$ cat config.mk
export PLATFORM = sky130hd
export DESIGN_NAME = bf_core
export DESIGN_NICKNAME = d
export VERILOG_FILES = /design/src/rtl/bf_core.sv
export SDC_FILE = /design/constraint.sdc
export NUM_CORES = 1
export LEC_CHECK = 0
export CAP_MARGIN = 5
export CORE_ASPECT_RATIO = 0.5
export CORE_MARGIN = 2
export CORE_UTILIZATION = 43
export DETAILED_ROUTE_END_ITERATION = 16
export PLACE_DENSITY = 0.76
export SYNTH_ARGS = -nofsm -noshare
export SYNTH_HDL_FRONTEND = slang
export SYNTH_SLANG_ARGS = --single-unit
export TNS_END_PERCENT = 20
$ cat constraint.sdc
create_clock -name clk -period 3.5 [get_ports clk]
set_input_delay 0.7 -clock clk [delete_from_list [all_inputs] [get_ports clk]]
set_output_delay 0.7 -clock clk [all_outputs]
set_load 0.01 [all_outputs]
$ cat src/rtl/bf_core.sv
// bf_core: Brainfuck execution core sitting between a synchronous program
// ROM, a synchronous data RAM and byte-wide stdin/stdout handshake streams.
// All outputs are registered; the program counter is the prog_addr output
// register and the data pointer is the data_addr output register.
module bf_core #(
    parameter int DATA_ADDR_WIDTH = 8,
    parameter int DATA_WIDTH      = 8,
    parameter int PROG_ADDR_WIDTH = 8,
    parameter int STACK_DEPTH     = 8,
    parameter int SP_WIDTH        = 4
) (
    input  logic                       clk,
    input  logic                       reset,
    input  logic                       en,
    output logic [PROG_ADDR_WIDTH-1:0] prog_addr,
    output logic                       prog_ren,
    input  logic [7:0]                 prog_rdata,
    output logic [DATA_ADDR_WIDTH-1:0] data_addr,
    output logic                       data_ren,
    input  logic [DATA_WIDTH-1:0]      data_rdata,
    output logic                       data_wen,
    output logic [DATA_WIDTH-1:0]      data_wdata,
    input  logic [7:0]                 in_data,
    input  logic                       in_valid,
    output logic                       in_ready,
    output logic [7:0]                 out_data,
    output logic                       out_valid,
    input  logic                       out_ready,
    output logic                       halted,
    output logic                       error,
    output logic [1:0]                 error_code
);

    localparam int IDX_W   = (STACK_DEPTH > 1) ? $clog2(STACK_DEPTH) : 1;
    localparam int DEPTH_W = PROG_ADDR_WIDTH + 1;

    localparam logic [7:0] CH_RIGHT = 8'h3E;
    localparam logic [7:0] CH_LEFT  = 8'h3C;
    localparam logic [7:0] CH_PLUS  = 8'h2B;
    localparam logic [7:0] CH_MINUS = 8'h2D;
    localparam logic [7:0] CH_OUT   = 8'h2E;
    localparam logic [7:0] CH_IN    = 8'h2C;
    localparam logic [7:0] CH_OPEN  = 8'h5B;
    localparam logic [7:0] CH_CLOSE = 8'h5D;
    localparam logic [7:0] CH_NUL   = 8'h00;

    localparam logic [1:0] ERR_OVERFLOW  = 2'd1;
    localparam logic [1:0] ERR_UNDERFLOW = 2'd2;
    localparam logic [1:0] ERR_UNMATCHED = 2'd3;

    localparam logic [PROG_ADDR_WIDTH-1:0] PC_ZERO   = {PROG_ADDR_WIDTH{1'b0}};
    localparam logic [PROG_ADDR_WIDTH-1:0] PC_ONE    = {{(PROG_ADDR_WIDTH-1){1'b0}}, 1'b1};
    localparam logic [DATA_ADDR_WIDTH-1:0] DA_ZERO   = {DATA_ADDR_WIDTH{1'b0}};
    localparam logic [DATA_ADDR_WIDTH-1:0] DA_ONE    = {{(DATA_ADDR_WIDTH-1){1'b0}}, 1'b1};
    localparam logic [DATA_WIDTH-1:0]      D_ZERO    = {DATA_WIDTH{1'b0}};
    localparam logic [DATA_WIDTH-1:0]      D_ONE     = {{(DATA_WIDTH-1){1'b0}}, 1'b1};
    localparam logic [SP_WIDTH-1:0]        SP_ZERO   = {SP_WIDTH{1'b0}};
    localparam logic [SP_WIDTH-1:0]        SP_ONE    = {{(SP_WIDTH-1){1'b0}}, 1'b1};
    localparam logic [SP_WIDTH-1:0]        SP_FULL   = SP_WIDTH'(STACK_DEPTH);
    localparam logic [DEPTH_W-1:0]         DEPTH_ZERO = {DEPTH_W{1'b0}};
    localparam logic [DEPTH_W-1:0]         DEPTH_ONE  = {{(DEPTH_W-1){1'b0}}, 1'b1};

    typedef enum logic [3:0] {
        ST_FETCH       = 4'd0,
        ST_DECODE      = 4'd1,
        ST_MEM         = 4'd2,
        ST_EXEC        = 4'd3,
        ST_SKIP_FETCH  = 4'd4,
        ST_SKIP_DECODE = 4'd5,
        ST_IN_WAIT     = 4'd6,
        ST_OUT_WAIT    = 4'd7,
        ST_HALT        = 4'd8,
        ST_ERROR       = 4'd9
    } state_t;

    state_t                     state_r;
    logic [7:0]                 op_r;
    logic [SP_WIDTH-1:0]        sp_r;
    logic [DEPTH_W-1:0]         depth_r;
    logic [PROG_ADDR_WIDTH-1:0] stack_r [STACK_DEPTH];

    logic [PROG_ADDR_WIDTH-1:0] pc_inc_s;
    logic [PROG_ADDR_WIDTH-1:0] loop_target_s;
    logic [IDX_W-1:0]           push_idx_s;
    logic [IDX_W-1:0]           top_idx_s;
    logic                       cell_zero_s;

    // Next PC, stack slot indices, loop-return address and zero-cell test.
    always_comb begin
        pc_inc_s      = prog_addr + PC_ONE;
        push_idx_s    = IDX_W'(sp_r);
        top_idx_s     = IDX_W'(sp_r - SP_ONE);
        loop_target_s = stack_r[top_idx_s] + PC_ONE;
        cell_zero_s   = (data_rdata == D_ZERO);
    end

    // Sequencer: state, pointers, loop stack and every registered output.
    always_ff @(posedge clk) begin
        if (reset) begin
            state_r    <= ST_FETCH;
            op_r       <= CH_NUL;
            sp_r       <= SP_ZERO;
            depth_r    <= DEPTH_ZERO;
            prog_addr  <= PC_ZERO;
            prog_ren   <= 1'b0;
            data_addr  <= DA_ZERO;
            data_ren   <= 1'b0;
            data_wen   <= 1'b0;
            data_wdata <= D_ZERO;
            in_ready   <= 1'b0;
            out_data   <= 8'h00;
            out_valid  <= 1'b0;
            halted     <= 1'b0;
            error      <= 1'b0;
            error_code <= 2'd0;
            for (int i = 0; i < STACK_DEPTH; i++) begin
                stack_r[i] <= PC_ZERO;
            end
        end else if (en) begin
            // Strobes are single-cycle unless re-asserted below.
            prog_ren <= 1'b0;
            data_ren <= 1'b0;
            data_wen <= 1'b0;
            case (state_r)
                ST_FETCH: begin
                    state_r <= ST_DECODE;
                end
                ST_DECODE: begin
                    op_r <= prog_rdata;
                    case (prog_rdata)
                        CH_RIGHT: begin
                            data_addr <= data_addr + DA_ONE;
                            prog_addr <= pc_inc_s;
                            prog_ren  <= 1'b1;
                            state_r   <= ST_FETCH;
                        end
                        CH_LEFT: begin
                            data_addr <= data_addr - DA_ONE;
                            prog_addr <= pc_inc_s;
                            prog_ren  <= 1'b1;
                            state_r   <= ST_FETCH;
                        end
                        CH_PLUS, CH_MINUS, CH_OUT, CH_OPEN, CH_CLOSE: begin
                            data_ren <= 1'b1;
                            state_r  <= ST_MEM;
                        end
                        CH_IN: begin
                            in_ready <= 1'b1;
                            state_r  <= ST_IN_WAIT;
                        end
                        CH_NUL: begin
                            halted  <= 1'b1;
                            state_r <= ST_HALT;
                        end
                        default: begin
                            prog_addr <= pc_inc_s;
                            prog_ren  <= 1'b1;
                            state_r   <= ST_FETCH;
                        end
                    endcase
                end
                ST_MEM: begin
                    state_r <= ST_EXEC;
                end
                ST_EXEC: begin
                    case (op_r)
                        CH_PLUS, CH_MINUS: begin
                            data_wdata <= (op_r == CH_PLUS) ? (data_rdata + D_ONE)
                                                            : (data_rdata - D_ONE);
                            data_wen   <= 1'b1;
                            prog_addr  <= pc_inc_s;
                            prog_ren   <= 1'b1;
                            state_r    <= ST_FETCH;
                        end
                        CH_OUT: begin
                            out_data  <= 8'(data_rdata);
                            out_valid <= 1'b1;
                            state_r   <= ST_OUT_WAIT;
                        end
                        CH_OPEN: begin
                            if (cell_zero_s) begin
                                depth_r   <= DEPTH_ONE;
                                prog_addr <= pc_inc_s;
                                prog_ren  <= 1'b1;
                                state_r   <= ST_SKIP_FETCH;
                            end else if (sp_r == SP_FULL) begin
                                error      <= 1'b1;
                                error_code <= ERR_OVERFLOW;
                                state_r    <= ST_ERROR;
                            end else begin
                                stack_r[push_idx_s] <= prog_addr;
                                sp_r      <= sp_r + SP_ONE;
                                prog_addr <= pc_inc_s;
                                prog_ren  <= 1'b1;
                                state_r   <= ST_FETCH;
                            end
                        end
                        CH_CLOSE: begin
                            if (sp_r == SP_ZERO) begin
                                error      <= 1'b1;
                                error_code <= ERR_UNDERFLOW;
                                state_r    <= ST_ERROR;
                            end else if (cell_zero_s) begin
                                sp_r      <= sp_r - SP_ONE;
                                prog_addr <= pc_inc_s;
                                prog_ren  <= 1'b1;
                                state_r   <= ST_FETCH;
                            end else begin
                                prog_addr <= loop_target_s;
                                prog_ren  <= 1'b1;
                                state_r   <= ST_FETCH;
                            end
                        end
                        default: begin
                            prog_addr <= pc_inc_s;
                            prog_ren  <= 1'b1;
                            state_r   <= ST_FETCH;
                        end
                    endcase
                end
                ST_SKIP_FETCH: begin
                    state_r <= ST_SKIP_DECODE;
                end
                ST_SKIP_DECODE: begin
                    case (prog_rdata)
                        CH_OPEN: begin
                            depth_r   <= depth_r + DEPTH_ONE;
                            prog_addr <= pc_inc_s;
                            prog_ren  <= 1'b1;
                            state_r   <= ST_SKIP_FETCH;
                        end
                        CH_CLOSE: begin
                            depth_r   <= depth_r - DEPTH_ONE;
                            prog_addr <= pc_inc_s;
                            prog_ren  <= 1'b1;
                            state_r   <= (depth_r == DEPTH_ONE) ? ST_FETCH : ST_SKIP_FETCH;
                        end
                        CH_NUL: begin
                            error      <= 1'b1;
                            error_code <= ERR_UNMATCHED;
                            state_r    <= ST_ERROR;
                        end
                        default: begin
                            prog_addr <= pc_inc_s;
                            prog_ren  <= 1'b1;
                            state_r   <= ST_SKIP_FETCH;
                        end
                    endcase
                end
                ST_IN_WAIT: begin
                    if (in_valid && in_ready) begin
                        data_wdata <= DATA_WIDTH'(in_data);
                        data_wen   <= 1'b1;
                        in_ready   <= 1'b0;
                        prog_addr  <= pc_inc_s;
                        prog_ren   <= 1'b1;
                        state_r    <= ST_FETCH;
                    end else begin
                        state_r <= ST_IN_WAIT;
                    end
                end
                ST_OUT_WAIT: begin
                    if (out_valid && out_ready) begin
                        out_valid <= 1'b0;
                        prog_addr <= pc_inc_s;
                        prog_ren  <= 1'b1;
                        state_r   <= ST_FETCH;
                    end else begin
                        state_r <= ST_OUT_WAIT;
                    end
                end
                ST_HALT: begin
                    state_r <= ST_HALT;
                end
                ST_ERROR: begin
                    state_r <= ST_ERROR;
                end
                default: begin
                    state_r <= ST_FETCH;
                end
            endcase
        end
    end

endmodule

==> results.cfg, run 1 <==
[status]
status = complete, no violations

[run]
drv_cap = 0

[floorplanning]
coreArea_um2 = 16300
die_h_um = 94.9
rows = 33
start_util_pct = 43.6
die_area_um2 = 17600
die-width_um = 186
ioPinCount = 70

[critical_path]
rr_worst_depth = 10
endpoint_kind = flip-flop
path_class = input port to flip-flop
worstPathMaxFanout = 2
cp.required_ns = 3.81
r2r_slack_ns = 0.28
cp-start-kind = input port
worstPathArrival_ns = 3.57

[timing]
rsz0062_at_grt = false
hold_viol = 0
fin_crit_ns = 3.25
worst_clock_skew_ns = 0.0122
setup_tns_ns = 0
relSlewSlack_pct = 14.3
slew_violations = 0
setup-violations-final = 0
clock.fmax_mhz = 307
tightest_slew_ns = 1.28
period_share_pct = 93.0

[final_layout]
final-seq-area_um2 = 3240
multi_input_area_um2 = 3620
antenna_cells = 0
drive_above_1_share_pct = 15.5
n_fill_cell = 1433
layout.nets = 847
syn_to_final_growth_pct = 24.1

[grt]
antenna_found_initial = 0
grt_use_total_pct = 20.3
grt_pass1_vias = 5566
grt_remaining_overflow = 0
grt_first_pass_wirelength_um = 27700
grt_max_degree = 60

[clocking]
numCtsBuffers = 17
cts_tree = yes
cts_htree_levels = 4
cts.hold.buffers_added = 0
clk_pin_slew_ns = 0.06
post_cts_buffers = 0
clock_sinks = 130
root_buffer = clkbuf_16
clk_path_buf_depth = 2
clock_latency_ns = 0.43
cts_resized = 0

[detailed_routing]
dr.pass1.iters = 6
drc = 0
dr.first_iter.drc_count = 402
vias = 5681
wirelength_um = 17000
vias_per_cell = 5.48
drtAntennaViolNets = 0
post_drt_wl_per_cell_um = 16.4

[pwr]
power.density_nw_per_um2 = 420
leakage_nw = 3.10
ir_worst_vdd_mv = 0.279
power_mw = 3.70

[yosys]
async_flop_share_pct = 0
synth.distinct_cells = 73
syn_inst = 708
yosysWarnings = 0
avgSynthCellArea_um2 = 10.0
ys_seq_area_share_pct = 45.7
synth_edf_count = 64
ys.flop_type = dfxtp_1
ys_ff_latch = 130
syn_area_um2 = 7100
synth_nets = 759

[placed_design]
dp_hpwl_um = 11900
gp_congestion = 0.852
placement.io_buffers = 69

[hold_path]
hp-class = flip-flop to flip-flop
hold_depth = 2
[stage by stage]
| stage | area (um2) | utilization, % | hold slack (ns) | worst slack [ns] | std cells |
|---|---|---|---|---|---|
| 5_1_grt | 8810 | 54.2 | 0.484 | 0.0560 | 1036 |
| 2_1_floorplan | 7100 | - | 0.440 | 0.0690 | 708 |
| 3_3_place_gp | 8200 | 50.4 | 0.453 | -0.328 | 1004 |
| 6_report | 8810 | 54.2 | 0.464 | 0.246 | 1036 |
| 4_1_cts | 8790 | 54.0 | 0.466 | 0.0444 | 1036 |
| 3_5_place_dp | 8200 | 50.4 | 0.457 | -0.382 | 1004 |
[power by group]
part	leakage (nW)	switching [mW]	total [mW]	internal [mW]
Sequential	1.15	0.0249	1.66	1.64
Combinational	1.66	0.127	0.238	0.112
Clock	0.295	0.735	1.81	1.07
Total	3.10	0.887	3.70	2.82
[final timing paths]
path | start | endpoint
max | prog_rdata[5] | data_addr[7]
min reg2reg | op_r[4] | op_r[4]
min | op_r[4] | op_r[4]
max reg2reg | op_r[7] | data_wdata[7]
[state kept, by name, summed over array words and instances, names as in the netlist]
signal,count
out_valid,1
data_ren,1
error,1
sp_r,4
prog_ren,1
stack_r,64
prog_addr,8
in_ready,1
depth_r,9
op_r,8
halted,1
data_wdata,8
state_r,4
data_addr,8
data_wen,1
error_code,2
out_data,8
[placed cells by master, fill, tap and decap left out, drive strengths merged, types with 3 or more instances in the layout]
cell type,synthesis,layout
xor2,6,6
clkbuf,28,17
nand3b,6,6
nor3,33,33
and2,51,51
a21oi,51,51
nor2b,6,6
or2,5,5
mux2i,24,24
a21o,4,4
a31oi,5,5
and3,4,4
o21ai,29,29
clkinv,2,6
a2111oi,3,3
nand3,23,23
or4,8,8
inv,17,25
nand4b,5,5
dfxtp,66,66
o21a,3,3
mux2,6,6
nand4,5,5
nor4,10,10
or3,7,7
clkdlybuf4s50,0,68
a211oi,8,8
xnor2,22,22
nand2b,6,6
nor2,72,72
ha,20,20
edfxtp,64,64
buf,12,41
mux4,16,16
nand2,44,44
[synth_stat cells, types with 7 or more instances]
master	n	area (um2)
dfxtp_1	66	1320
nor3_1	33	165
or3_1	7	43.8
nand2_1	44	165
nor2_1	70	263
mux2i_1	24	240
clkbuf_1	27	101
o21ai_0	26	130
xnor2_1	22	193
nand3_1	23	115
mux4_2	16	360
and2_1	51	319
edfxtp_1	64	1920
ha_1	20	250
nor4_1	10	62.6
inv_1	17	63.8
a211oi_1	8	60.1
a21oi_1	47	235
[worst max-delay path: stages]
cell and delay, ns:
clkdlybuf4s50_1 0.48, nand4b_1 0.13, nor2_2 0.14, nand2_1 0.08
or3_4 0.35, inv_2 0.07, ha_1 0.21, a21o_1 0.18
a21oi_2 0.16, o21ai_1 0.11, a2111oi_2 0.31, nor3_1 0.11
mux2i_1 0.17, mux2_2 0.34
[cell type report]
cell class	count	share of cell area (%)
Multi-Input combinational cell	519	41.1
Sequential cell	130	36.8
Timing Repair Buffer	109	11.3
Clock buffer	17	4.83
Tap cell	227	3.22
Clock inverter	15	1.92
Inverter	19	0.810
[routing by layer]
layer | up-vias | part of all wire [%] | GRT usage (%)
met4 | 0 | 1.1 | 6.89
li1 | 2764 | - | -
met5 | - | 0 | 0
met1 | 2723 | 44 | 25.8
met3 | 21 | 5.3 | 4.28
met2 | 173 | 49 | 34.7
[cells by family after synthesis]
family / count (synthesis) / synth area share, %
AO/OA/AOI/OAI: 126 / 11.4
flip-flops: 130 / 45.7
AND/OR/NAND/NOR: 297 / 22.3
multiplexers: 46 / 9.41
buffers and inverters: 59 / 3.60
adder cells (fa/ha/maj): 22 / 4.09
XOR/XNOR: 28 / 3.56
Note: power is estimated with default switching activity, not from simulation.
==> run 2, diff against run 1 <==
Settings changed: ABC_AREA from default to 0.
==> results of run 2 <==
Final layout, timing and power as in run 1 (identical DEF).
==> run 3, diff against run 2 <==
Settings changed: CTS_CLUSTER_SIZE from default to 25, TNS_END_PERCENT 20 to 50.
==> results of run 3 <==
Final layout, timing and power as in run 1 (identical DEF).
